--- config.mk ---
export PLATFORM = sky130hd
export DESIGN_NAME = auth_initiator
export DESIGN_NICKNAME = d
export VERILOG_FILES = /design/src/rtl/auth_initiator.sv
export SDC_FILE = /design/constraint.sdc
export NUM_CORES = 1
export LEC_CHECK = 0
export ABC_AREA = 1
export ABC_CLOCK_PERIOD_IN_PS = 1500
export CORE_AREA = 2 2 468 470
export CTS_CLUSTER_SIZE = 28
export DETAILED_ROUTE_END_ITERATION = 12
export DIE_AREA = 0 0 470 472
export HOLD_SLACK_MARGIN = 0.12
export PLACE_DENSITY_LB_ADDON = 0.12
export SLEW_MARGIN = 10
export SYNTH_ARGS = -nofsm -noshare
export SYNTH_HDL_FRONTEND = slang
export SYNTH_SLANG_ARGS = --single-unit
--- constraint.sdc ---
create_clock -name clk -period 1.5 [get_ports clk]
set_input_delay 0.3 -clock clk [delete_from_list [all_inputs] [get_ports clk]]
set_output_delay 0.3 -clock clk [all_outputs]
set_load 0.02 [all_outputs]
--- src/rtl/auth_initiator.sv ---
// auth_initiator: USB Type-C authentication requester; optional timeout retry under AUTH_INIT_RETRY_EN
module auth_initiator #(
    parameter int PAYLOAD_W  = 256,
    parameter int TO_DIGESTS = 100,
    parameter int TO_CERT    = 200,
    parameter int TO_CHAL    = 300
`ifdef AUTH_INIT_RETRY_EN
    ,
    parameter int MAX_RETRY  = 2
`endif
) (
    input  logic                 clk,
    input  logic                 reset,
    input  logic                 start,
    input  logic [1:0]           req_type,
    input  logic [7:0]           req_param1,
    input  logic [7:0]           req_param2,
    input  logic [PAYLOAD_W-1:0] req_nonce,
    output logic                 req_out,
    output logic [31:0]          header_out,
    output logic [PAYLOAD_W-1:0] payload_out,
    output logic [7:0]           bmRequestType,
    output logic [7:0]           bRequest,
    output logic [15:0]          wLength,
    input  logic                 resp_valid,
    input  logic [31:0]          resp_header,
    input  logic [PAYLOAD_W-1:0] resp_payload,
    output logic                 ack_out,
    output logic                 busy,
    output logic                 done,
    output logic                 error,
    output logic [7:0]           error_code,
    output logic [31:0]          rx_header,
    output logic [PAYLOAD_W-1:0] rx_payload
);
    typedef enum logic [2:0] {
        S_IDLE, S_BUILD, S_SEND, S_WAIT_RESP, S_CHECK, S_ACK, S_DONE, S_ERROR
    } state_t;
    state_t      state, state_nx;
    logic [1:0]  type_q;
    logic [15:0] timer, to_lim;
    logic        expire, retry;
    logic [7:0]  chk_code;
`ifdef AUTH_INIT_RETRY_EN
    logic [7:0]  retry_cnt;
    assign retry = expire && retry_cnt < 8'(MAX_RETRY);
`else
    assign retry = 1'b0;
`endif
    assign ack_out       = state == S_ACK;
    assign done          = state == S_DONE;
    assign error         = state == S_ERROR;
    assign busy          = state != S_IDLE;
    assign bmRequestType = 8'h00;
    // Per-type deadline, and answer classification (version, then responder error, then type match)
    always_comb begin
        to_lim   = type_q == 2'd0 ? 16'(TO_DIGESTS) : type_q == 2'd1 ? 16'(TO_CERT) : 16'(TO_CHAL);
        expire   = !resp_valid && timer == to_lim - 16'd1;
        chk_code = rx_header[31:24] != 8'h01 ? 8'h02 :
                   rx_header[23:16] == 8'h7F ? {1'b1, rx_header[14:8]} :
                   rx_header[23:16] != 8'h01 + {6'd0, type_q} ? 8'h03 : 8'h00;
    end
    // State register
    always_ff @(posedge clk) begin
        if (reset) state <= S_IDLE;
        else       state <= state_nx;
    end
    // Next-state logic; a response arriving on the deadline cycle beats the timeout
    always_comb begin
        state_nx = state;
        case (state)
            S_IDLE:      if (start) state_nx = req_type == 2'd3 ? S_ERROR : S_BUILD;
            S_BUILD:     state_nx = S_SEND;
            S_SEND:      state_nx = S_WAIT_RESP;
            S_WAIT_RESP: state_nx = resp_valid ? S_CHECK : expire ? (retry ? S_SEND : S_ERROR) : S_WAIT_RESP;
            S_CHECK:     state_nx = S_ACK;
            S_ACK:       state_nx = error_code != 8'h00 ? S_ERROR : S_DONE;
            S_DONE:      state_nx = S_IDLE;
            S_ERROR:     state_nx = S_IDLE;
            default:     state_nx = S_IDLE;
        endcase
    end
    // Message build, response capture, timer and error code; request fields are latched at acceptance so later input changes cannot corrupt the message
    always_ff @(posedge clk) begin
        if (reset) begin
            req_out     <= 1'b0;
            header_out  <= '0;
            payload_out <= '0;
            bRequest    <= '0;
            wLength     <= '0;
            error_code  <= '0;
            rx_header   <= '0;
            rx_payload  <= '0;
            type_q      <= '0;
            timer       <= '0;
`ifdef AUTH_INIT_RETRY_EN
            retry_cnt   <= '0;
`endif
        end else begin
            case (state)
                S_IDLE: if (start) begin
                    error_code <= req_type == 2'd3 ? 8'h01 : 8'h00;
                    if (req_type != 2'd3) begin
                        type_q      <= req_type;
                        header_out  <= {8'h01, 8'h81 + {6'd0, req_type}, req_param1, req_param2};
                        payload_out <= req_type == 2'd2 ? req_nonce : '0;
                        bRequest    <= 8'd25;
                        wLength     <= req_type == 2'd2 ? 16'd36 : 16'd4;
                        rx_header   <= '0;
                        rx_payload  <= '0;
                        timer       <= '0;
`ifdef AUTH_INIT_RETRY_EN
                        retry_cnt   <= '0;
`endif
                    end
                end
                S_SEND: req_out <= 1'b1;
                S_WAIT_RESP: begin
                    if (resp_valid) begin
                        rx_header  <= resp_header;
                        rx_payload <= resp_payload;
                        req_out    <= 1'b0;
                        timer      <= '0;
                    end else if (expire) begin
                        req_out    <= 1'b0;
                        timer      <= '0;
                        error_code <= retry ? error_code : 8'h04;
`ifdef AUTH_INIT_RETRY_EN
                        if (retry) retry_cnt <= retry_cnt + 8'd1;
`endif
                    end else begin
                        timer <= timer + 16'd1;
                    end
                end
                S_CHECK: error_code <= chk_code;
                default: ;
            endcase
        end
    end
endmodule
==> reports/results.tsv <==
metric	value	unit
status	finished, violations left	
violations	negative setup slack	
r2r-end	rx_payload[166]	
critPathMaxFanout	3	
endpoint	done	
io_pins	1187	
grt_usage	13.6	%
via_count	26204	
drc_errors	0	
worstSetupStartpoint	state[0]	
clockBufferDepth	3	
ys_seq_elements	595	
drive_gt1_share	35.5	%
routedWlPerCell	21.8	um
vias_per_cell	3.49	
clkTransAtPathRegs	0.06	ns
worstPathRequired	1.20	ns
instances_no_fill	7500	
pre_cts_slack	-0.874	ns
cts_tree	built	
rows	171	
clock_sinks	595	
grt_pass1_wl	216000	um
r2r_cells	11	
cellLeakagePower	18.5	nW
p_per_area	1070	mW/mm^2
drt_iter0_markers	1046	
timing.final.crit_period	1.85	ns
setup_tns	-78.27	ns
max_freq	540	MHz
die_y	472	um
holdPathStages	3	
place_hpwl	120000	um
fin_crit_sh	123	%
regToRegSetupSlack	-0.28	ns
setup_slack	-0.351	ns
endpoint_kind	output pin	
finalHoldViolCount	0	
hp-class	in -> reg	
clk_latency	0.72	ns
synth.area.top_cells	dfxtp_1 (55%), nand2_1 (16%), a21oi_1 (13%)	
async_reset_ff_share	0	%
numCtsBuffers	89	
globalRouteOverflowTotal	0	
holdWs	0.204	ns
initial_core_util	10.1	%
core	0.217	mm^2
arrival	1.55	ns
yosys.area.top_type_share	54.6	%
drv_cap	0	
grt_pass1_vias	26895	
r2r_start	state[1]	
port_buffers	1148	
synthesis.area	0.0218	mm^2
setup_violations	705	
drv_slew	0	
synthFlopType	dfxtp_1	
dpl.cell_count	6791	
grt_setup_unrepaired	yes	
ant_nets	0	
crit_type	reg -> out	
antenna_found_initial	27	
syn_to_final_growth	128	%
n_fill_cell	23962	
gp_congestion	0.814	
die_area	0.222	mm^2
synth_area_per_cell	7.79	um^2
multi_input_area	0.00904	mm^2
dpl-instance-area	0.0389	mm^2
routed_wl	164000	um
critPathLaunchType	register	
post-route-cell-area	0.0498	mm^2
synth_edf_count	0	
fin_nets	5134	
drt_pre_antenna_iters	5	
yosysSeqAreaShare	54.6	%
ir_drop	0.872	mV
grt_max_degree	53	
root_buffer	clkbuf_16	
register_area	0.0126	mm^2
die_w	470	um
clock_skew	0.0220	ns
syn_inst	2802	
htreeDepth	3	
synth_top_cell_by_area	dfxtp_1	
synth_cell_types	28	
finalPower	53.5	mW
yosys_warnings	0	
utilization	23.0	%
==> per-layer routing <==
metal	up-vias	routed length [um]	global-route usage (%)
met5	-	78	0
met4	14	4350	4.33
met3	183	13800	5.48
met2	865	79600	23.1
met1	12452	65900	15.5
li1	12690	-	-
==> cell families after synthesis <==
kind of cell | Yosys count | share of synthesized area [%]
DFF | 595 | 54.6
xor gates and xnor gates | 7 | 0.281
buffers and inverters | 301 | 6.73
adders and majority gates | 8 | 0.459
and+or+nand+nor | 1293 | 24.2
other | 1 | 0.0172
AOI/OAI and AO/OA | 597 | 13.8
==> worst min path at each step <==
stage                     startpoint  slack, ns                to
floorplan            resp_header[31]       0.45     rx_header[31]
global placement      header_out[18]       0.43    header_out[18]
detailed placement    header_out[18]       0.44    header_out[18]
CTS                    req_nonce[59]       0.12   payload_out[59]
global route          req_nonce[122]       0.16  payload_out[122]
finish              resp_payload[46]       0.20    rx_payload[46]
==> critical path, stage by stage, from the launching register on <==
cell and delay [ns]:
dfxtp_4 0.36, buf_6 0.13, nor3_4 0.22, buf_12 0.14
==> power by group <==
group	internal (mW)	total (mW)	switching, mW
sequential	16.5	17.0	0.539
clock	13.4	22.3	8.86
combinational	7.12	14.2	7.05
==> flip-flops by register name, summed over array words and instances (netlist names) <==
name	count
payload_out	256
timer	16
rx_payload	256
header_out	20
type_q	2
state	3
rx_header	32
wLength	1
error_code	8
req_out	1
==> cells in the final DEF, fill, tap and decap left out, types with 9 or more instances in the layout <==
master | synthesis | routed
dfxtp_4 | 0 | 37
dfxtp_1 | 595 | 111
nor2_1 | 76 | 67
clkbuf_1 | 115 | 23
clkdlybuf4s50_1 | 0 | 564
buf_12 | 0 | 148
dfxtp_2 | 0 | 447
conb_1 | 1 | 38
clkbuf_16 | 0 | 115
nand3_1 | 273 | 269
clkbuf_8 | 0 | 21
a21oi_1 | 567 | 527
dlygate4sd3_1 | 0 | 404
inv_1 | 38 | 33
diode_2 | 0 | 20
buf_4 | 69 | 215
buf_6 | 0 | 500
o21ai_0 | 25 | 24
nand2_2 | 1 | 21
buf_16 | 0 | 22
nand4_1 | 9 | 9
a21oi_2 | 0 | 40
nand2_1 | 918 | 890
==> final cells by class <==
class | count | area share, %
Timing Repair Buffer | 1887 | 42.8
Sequential cell | 595 | 25.3
Multi-Input combinational cell | 1944 | 18.1
Tap cell | 2854 | 7.17
Clock buffer | 134 | 5.27
Clock inverter | 23 | 0.774
Inverter | 42 | 0.389
Antenna cell | 20 | 0.100
Timing Repair inverter | 1 | 0.0603
==> Yosys cell counts, types with 4 or more instances <==
cell type  number
nand2_1       918
dfxtp_1       595
a21oi_1       567
nand3_1       273
clkbuf_1      115
nor2_1         76
buf_4          69
buf_2          65
inv_1          38
o21ai_0        25
buf_1          10
nand4_1         9
ha_1            8
nor3_1          7
xor2_1          6
inv_2           4
==> timing repair <==
item | CTS | global route
setup endpoints to repair | 1174 | 1175
pin swaps | 24 | 17
buffers inserted | 65 | 26
hold buffers | 404 | 0
endpoints found under the hold margin | 444 | 0
cloned | 11 | 28
gates resized for setup | 3662 | 110
Note: power is estimated with default switching activity, not from simulation.
